### src/rtl/gpu_port_pkg.sv
// Field map, opcode and state types shared by the gpu_port command decoder.
package gpu_port_pkg;

    localparam int EN_BIT = 31;
    localparam int SEQ_HI = 23;
    localparam int SEQ_LO = 16;
    localparam int OP_HI  = 15;
    localparam int OP_LO  = 12;
    localparam int ARG_HI = 11;
    localparam int ARG_LO = 0;

    typedef enum logic [3:0] {
        OP_NOP   = 4'h0, OP_FILL  = 4'h1, OP_COPY  = 4'h2, OP_BLIT  = 4'h3,
        OP_FENCE = 4'h4, OP_DRAW  = 4'h5, OP_SYNC  = 4'h6, OP_IRQ   = 4'h7,
        OP_RSV8  = 4'h8, OP_RSV9  = 4'h9, OP_RSVA  = 4'hA, OP_RSVB  = 4'hB,
        OP_RSVC  = 4'hC, OP_RSVD  = 4'hD, OP_RSVE  = 4'hE, OP_RSVF  = 4'hF
    } gpu_op_e;

    typedef enum logic [1:0] {
        ST_IDLE    = 2'd0,
        ST_ISSUE   = 2'd1,
        ST_HOLDOFF = 2'd2
    } gpu_state_e;

    typedef struct packed {
        logic [7:0]  seq;
        gpu_op_e     op;
        logic [11:0] arg;
    } gpu_cmd_t;

    function automatic gpu_cmd_t unpack_cmd(input logic [SEQ_HI:0] w);
        gpu_cmd_t c;
        c.seq = w[SEQ_HI:SEQ_LO];
        c.op  = gpu_op_e'(w[OP_HI:OP_LO]);
        c.arg = w[ARG_HI:ARG_LO];
        return c;
    endfunction

endpackage

### src/rtl/gpu_port_stable_filter.sv
// Multi-bit stability filter: a word is accepted once it has been sampled
// STABLE_CYCLES+1 times in a row; o_word_upd flags the edge that accepts it.
module gpu_port_stable_filter #(
    parameter int W             = 32,
    parameter int STABLE_CYCLES = 4
) (
    input  logic         i_clk,
    input  logic         i_rst_n,
    input  logic [W-1:0] i_data,
    output logic [W-1:0] o_word_q,
    output logic [W-1:0] o_word_nxt,
    output logic         o_word_upd
);

    localparam int            CW     = $clog2(STABLE_CYCLES + 1);
    localparam logic [CW-1:0] C_SAT  = CW'(STABLE_CYCLES);
    localparam logic [CW-1:0] C_LAST = CW'(STABLE_CYCLES - 1);

    logic [W-1:0]  r_samp;
    logic [W-1:0]  r_word_q;
    logic [CW-1:0] r_cnt;
    logic          w_eq;

    assign w_eq       = (i_data == r_samp);
    assign o_word_upd = w_eq && (r_cnt == C_LAST);
    assign o_word_q   = r_word_q;
    assign o_word_nxt = r_samp;

    always_ff @(posedge i_clk or negedge i_rst_n) begin
        if (!i_rst_n) begin
            r_samp   <= '0;
            r_cnt    <= '0;
            r_word_q <= '0;
        end else begin
            r_samp <= i_data;
            if (!w_eq)
                r_cnt <= '0;
            else if (r_cnt != C_SAT)
                r_cnt <= r_cnt + CW'(1);
            if (o_word_upd)
                r_word_q <= r_samp;
        end
    end

endmodule

### src/rtl/gpu_port_cmd_decoder.sv
// Turns sequence-field changes of the gpu_port register into valid/ready commands.
// Define GPU_PORT_CMD_STATS_EN for live cmd_count/ovr_count counters.
//
// state   | meaning
// IDLE    | waiting for a pending command
// ISSUE   | cmd_valid high, cmd_* frozen until cmd_ready
// HOLDOFF | forced gap of HOLDOFF_CYCLES after a handshake
module gpu_port_cmd_decoder
    import gpu_port_pkg::*;
#(
    parameter int STABLE_CYCLES  = 4,
    parameter int HOLDOFF_CYCLES = 2
) (
    input  logic        user_clk,
    input  logic        user_rst_n,
    input  logic [31:0] reg_in,
    output logic        gpu_en,
    output logic        cmd_valid,
    input  logic        cmd_ready,
    output logic [3:0]  cmd_op,
    output logic [11:0] cmd_arg,
    output logic [7:0]  cmd_seq,
    output logic [15:0] cmd_count,
    output logic [15:0] ovr_count
);

    localparam int HW        = (HOLDOFF_CYCLES > 1) ? $clog2(HOLDOFF_CYCLES) : 1;
    localparam int HOLD_LOAD = (HOLDOFF_CYCLES > 0) ? HOLDOFF_CYCLES - 1 : 0;

    logic [31:0] w_word_q;
    logic [31:0] w_word_nxt;
    logic        w_word_upd;
    gpu_cmd_t    w_new;
    logic        w_new_cmd;
    logic        w_take;
    logic        w_hs;
    logic        w_ovr;
    logic        w_unused;

    gpu_state_e  r_state;
    gpu_state_e  w_state_nxt;
    gpu_cmd_t    r_pend;
    gpu_cmd_t    r_cmd;
    logic        r_pend_valid;
    logic        r_base_done;
    logic [7:0]  r_last_seq;
    logic [HW-1:0] r_hold;

    gpu_port_stable_filter #(
        .W             (32),
        .STABLE_CYCLES (STABLE_CYCLES)
    ) u_filter (
        .i_clk      (user_clk),
        .i_rst_n    (user_rst_n),
        .i_data     (reg_in),
        .o_word_q   (w_word_q),
        .o_word_nxt (w_word_nxt),
        .o_word_upd (w_word_upd)
    );

    // Reserved bits and the unregistered half of the filter output are not consumed.
    assign w_unused = ^{w_word_q[30:0], w_word_nxt[31:24]};

    assign w_new     = unpack_cmd(w_word_nxt[SEQ_HI:0]);
    assign w_new_cmd = w_word_upd && r_base_done && (w_new.seq != r_last_seq);
    assign w_take    = (r_state == ST_IDLE) && r_pend_valid;
    assign w_hs      = (r_state == ST_ISSUE) && cmd_ready;
    assign w_ovr     = w_new_cmd && r_pend_valid && !w_take;

    always_ff @(posedge user_clk or negedge user_rst_n) begin
        if (!user_rst_n) begin
            r_base_done  <= 1'b0;
            r_last_seq   <= '0;
            r_pend_valid <= 1'b0;
            r_pend       <= '0;
            r_cmd        <= '0;
            r_hold       <= '0;
        end else begin
            if (w_word_upd && (!r_base_done || (w_new.seq != r_last_seq))) begin
                r_base_done <= 1'b1;
                r_last_seq  <= w_new.seq;
            end
            if (w_new_cmd) begin
                r_pend_valid <= 1'b1;
                r_pend       <= w_new;
            end else if (w_take) begin
                r_pend_valid <= 1'b0;
            end
            if (w_take)
                r_cmd <= r_pend;
            if (w_hs)
                r_hold <= HW'(HOLD_LOAD);
            else if ((r_state == ST_HOLDOFF) && (r_hold != '0))
                r_hold <= r_hold - HW'(1);
        end
    end

    always_ff @(posedge user_clk or negedge user_rst_n) begin
        if (!user_rst_n)
            r_state <= ST_IDLE;
        else
            r_state <= w_state_nxt;
    end

    always_comb begin
        w_state_nxt = r_state;
        case (r_state)
            ST_IDLE:    if (r_pend_valid) w_state_nxt = ST_ISSUE;
            ST_ISSUE:   if (cmd_ready)
                            w_state_nxt = (HOLDOFF_CYCLES == 0) ? ST_IDLE : ST_HOLDOFF;
            ST_HOLDOFF: if (r_hold == '0) w_state_nxt = ST_IDLE;
            default:    w_state_nxt = ST_IDLE;
        endcase
    end

    always_comb begin
        cmd_valid = 1'b0;
        if (r_state == ST_ISSUE)
            cmd_valid = 1'b1;
    end

    assign gpu_en  = w_word_q[EN_BIT];
    assign cmd_op  = r_cmd.op;
    assign cmd_arg = r_cmd.arg;
    assign cmd_seq = r_cmd.seq;

`ifdef GPU_PORT_CMD_STATS_EN
    logic [15:0] r_cmd_cnt;
    logic [15:0] r_ovr_cnt;

    always_ff @(posedge user_clk or negedge user_rst_n) begin
        if (!user_rst_n) begin
            r_cmd_cnt <= '0;
            r_ovr_cnt <= '0;
        end else begin
            if (w_hs && (r_cmd_cnt != 16'hFFFF))
                r_cmd_cnt <= r_cmd_cnt + 16'd1;
            if (w_ovr && (r_ovr_cnt != 16'hFFFF))
                r_ovr_cnt <= r_ovr_cnt + 16'd1;
        end
    end

    assign cmd_count = r_cmd_cnt;
    assign ovr_count = r_ovr_cnt;
`else
    logic w_unused_stats;
    assign w_unused_stats = w_ovr;
    assign cmd_count      = '0;
    assign ovr_count      = '0;
`endif

endmodule

### config.mk
export PLATFORM = sky130hd
export DESIGN_NAME = gpu_port_cmd_decoder
export DESIGN_NICKNAME = d
export VERILOG_FILES = /design/src/rtl/gpu_port_pkg.sv /design/src/rtl/gpu_port_stable_filter.sv /design/src/rtl/gpu_port_cmd_decoder.sv
export SDC_FILE = /design/constraint.sdc
export NUM_CORES = 1
export LEC_CHECK = 0
export CAP_MARGIN = 20
export CORE_MARGIN = 5
export CORE_UTILIZATION = 32
export CTS_CLUSTER_SIZE = 30
export DETAILED_ROUTE_END_ITERATION = 16
export MAX_ROUTING_LAYER = met4
export PLACE_DENSITY = 0.55
export RECOVER_POWER = 25
export REMOVE_ABC_BUFFERS = 1
export SETUP_SLACK_MARGIN = 0.1
export SYNTH_ARGS = -nofsm -noshare
export SYNTH_HDL_FRONTEND = slang
export SYNTH_SLANG_ARGS = --single-unit
### constraint.sdc
create_clock -name user_clk -period 2.5 [get_ports user_clk]
set_clock_uncertainty 0.05 [all_clocks]
set_input_delay 0.5 -clock user_clk [delete_from_list [all_inputs] [get_ports user_clk]]
set_output_delay 0.5 -clock user_clk [all_outputs]
set_load 0.005 [all_outputs]
==> metrics.md <==
| Metric | Value |
|---|---|
| IO buf count | 60 |
| Sequential-to-total area share from yosys stat | between 50% and 60% |
| Switching power total | 691 uW |
| Area leader, netlist | dfrtp_1 |
| Flop pwr share | between 50 and 60% |
| Commonest non-fill, non-tap cell in the layout | dfrtp_1 |
| Pint | 2520 uW |
| Initial antenna violation count | 0 |
| Hold Buf Count CTS | 0 |
| Crit-path max FO | 14 |
| #FFs+latches synth | 97 |
| Total wire length | about 7400 um |
| Vias in the first global route | between 2000 and 2500 |
| Setup Buffers After CTS | 0 |
| Layout Nets | approximately 400 |
| Vias per cell | 4.10 |
| CP Capture Type | register |
| Area growth syn-to-layout | 26.8% |
| Final hold viol count | 0 |
| DR vias | around 2200 |
| Number of routed nets with antenna violations | 0 |
| Synthesized area per cell | 14.6 um^2 |
| Post-synth cell types | 25 |
| I/O Pins | 93 |
| Mapped Cells | between 200 and 300 |
| Worst Max-Slew Pin Slew | 1.06 ns |
| Area of the die | ~0.015 mm^2 |
| Die X-Extent | 123 um |
| Hold crit path type | input pin to asynchronous set/reset pin |
| Hpwl dp | 5260 um |
| Synthesized area | 0.00410 mm^2 |
| Ant diodes | 0 |
| Total CTS buffers | 9 |
| Drt pass-1 iters | 3 |
| Unrepaired setup endpoints after global routing | no |
| CTS HTree Levels | 3 |
| GRT Util Overall | between 10 and 15% |
| WP data required | approximately 2.7 ns |
| Outcome | complete, no violations |
| Fraction of layout cells with a size suffix above 1 | between 20% and 30% |
| Tcrit/Tclk final | a little over nine tenths |
| Max Clock Freq | 427 MHz |
| Worst slew margin | between 20% and 30% |
| Switching fraction of total power | between 20% and 30% |
| First-pass GRT wire length | between 10000 and 15000 um |
| Max-slew violation count | 0 |
| Post-CTS sizing | 0 |
| Worst path max stage delay | approximately 0.57 ns |
| Clock power frac | between 40% and 50% |
| Arr. time, crit path | between 2 and 3 ns |
| Slowest CP cell | dlygate4sd3_1 |
| TritonCTS clock tree | yes |
| # DRC | 0 |
| Comb pwr share | under 10% |
| Synth warn | 0 |
| Lkg Pwr | ~0.0024 uW |
| Final setup viols | 0 |
| Fin Setup TNS | 0 ns |
| Crit path cell chain | dlygate4sd3_1 > xnor2_1 > nand4_1 > nor4_4 > buf_4 > nand4_4 > buf_12 > mux2_4 |
| PD cells | 618 mW/mm^2 |
| Crit Path Class | input pin to register |
| PnR Total Power | about 3200 uW |
| Max cap viols | 0 |
| Max clock buf depth | 2 |
| Post-synth top area share | 59.2% |
| Startpoint types | input pin |
| Peak supply drop | about 390 uV |
| Remaining Overflow, GRT | 0 |
| CTS root buffer | clkbuf_16 |
| DRT iter0 DRCs | 52 |
| Rows | 41 |
| Initial Util | roughly 33% |
| Largest net degree at the start of global routing | 43 |
| Die H | between 100 and 150 um |
| Most frequent cells in the layout | 97 x dfrtp_1, 47 x clkdlybuf4s50_1, 41 x xnor2_1, 38 x mux2_2, 32 x conb_1 |
| Worst-path clk slew | 0.07 ns |
| Post-layout min period | approximately 2.3 ns |
| Wirelength per Cell | roughly 14 um |
| Core Area | between 0.01 and 0.015 mm^2 |
| TritonCTS Sinks | 97 |
| Top post-synthesis cells by area | dfrtp_1 59%, mux2_2 10%, xnor2_1 8.8% |
| GPL Wtd Cong | roughly 0.71 |
| Worst-skew pair later-pin latency | between 0.3 and 0.4 ns |
==> cells by family (layout without fill, tap and decap cells) <==
family,after synthesis,after routing,share of synthesized area [%]
DFF,97,97,59.2
muxes,58,58,17.6
buffers and inverters,44,96,7.42
xor gates and xnor gates,41,41,8.76
and+or+nand+nor,30,30,4.89
AOI/OAI and AO/OA,7,7,1.04
adders and majority gates,3,3,0.916
other,1,32,0.0915
==> flip-flops by register name, indices dropped and copies added (netlist names) <==
name / flops
u_filter.o_word_nxt: 32
r_pend: 24
cmd_arg: 12
cmd_seq: 8
r_last_seq: 8
cmd_op: 4
u_filter.r_cnt: 3
r_state: 2
r_base_done: 1
r_hold: 1
r_pend_valid: 1
u_filter.o_word_q: 1
==> routing by layer <==
metal	vias to the layer above	global-route usage, %	share of wire, %	wire [um]
met3	9	3.66	6.0	446
met2	67	16.1	45	3370
met1	1075	14.4	47	3480
li1	1048	-	-	-
met4	0	3.94	1.6	119
met5	-	-	0	0
==> final timing paths <==
kind | startpoint | to | slack [ns] | cells past startpoint
hold reg to reg | r_base_done | r_base_done | 0.42 | 2
hold / removal | user_rst_n | r_pend[10] | 0.30 | 1
max in group asynchronous | user_rst_n | cmd_arg[3] | 1.27 | 2
min in group user_clk | r_base_done | r_base_done | 0.42 | 2
setup reg to reg | u_filter.o_word_nxt[16] | r_pend[7] | 0.40 | 7
setup / recovery | reg_in[2] | r_pend[7] | 0.16 | 8
==> power groups by stage <==
stage / sequential, uW / clock, uW / combinational (uW)
after floorplan: 1650 / 0 / 70.7
after CTS: 1620 / 1460 / 187
final: 1620 / 1410 / 178
after global placement: 1650 / 0 / 184
after detailed placement: 1650 / 0 / 186
after global routing: 1630 / 1530 / 203
==> worst max-delay path, delay by kind of cell <==
family | cells | cell delay [ns]
buf+inv | 3 | 0.93
simple gates | 3 | 0.64
xor+xnor | 1 | 0.14
mux | 1 | 0.30
==> final cells by class <==
cell class / count / area [um^2]
Tap cell: 172 / 215
Inverter: 7 / 26.3
Clock buffer: 12 / 256
Timing Repair Buffer: 73 / 731
Sequential cell: 97 / 2430
Clock inverter: 4 / 51.3
Multi-Input combinational cell: 171 / 1490
Fill cell: 1190 / 7370
==> per-stage QoR <==
step / hold WS (ns) / cells / setup slack, ns / area [um^2] / util [%]
after floorplan: 0.154 / 275 / 0.284 / 3940 / -
after global placement: 0.412 / 519 / -0.234 / 4880 / 38.9
after detailed placement: 0.414 / 519 / -0.228 / 4880 / 38.9
after CTS: 0.101 / 535 / 0.122 / 5190 / 41.3
after global routing: 0.384 / 536 / 0.0874 / 5200 / 41.3
final: 0.301 / 536 / 0.157 / 5200 / 41.3
==> cell usage after synthesis <==
cell / count
mux2i_1: 1
nor3_1: 4
or2_2: 1
nand4_4: 1
inv_1: 7
nor2_1: 3
and4b_1: 1
clkbuf_1: 2
mux2_4: 19
nor3b_2: 1
o21ai_0: 4
nand4_1: 11
a211oi_1: 1
ha_1: 3
o21a_1: 1
buf_4: 33
nor2b_1: 1
conb_1: 1
buf_6: 2
nand2_1: 6
a21o_1: 1
xnor2_1: 41
mux2_2: 38
nor4_4: 1
dfrtp_1: 97
Note: power is estimated with default switching activity, not from simulation.
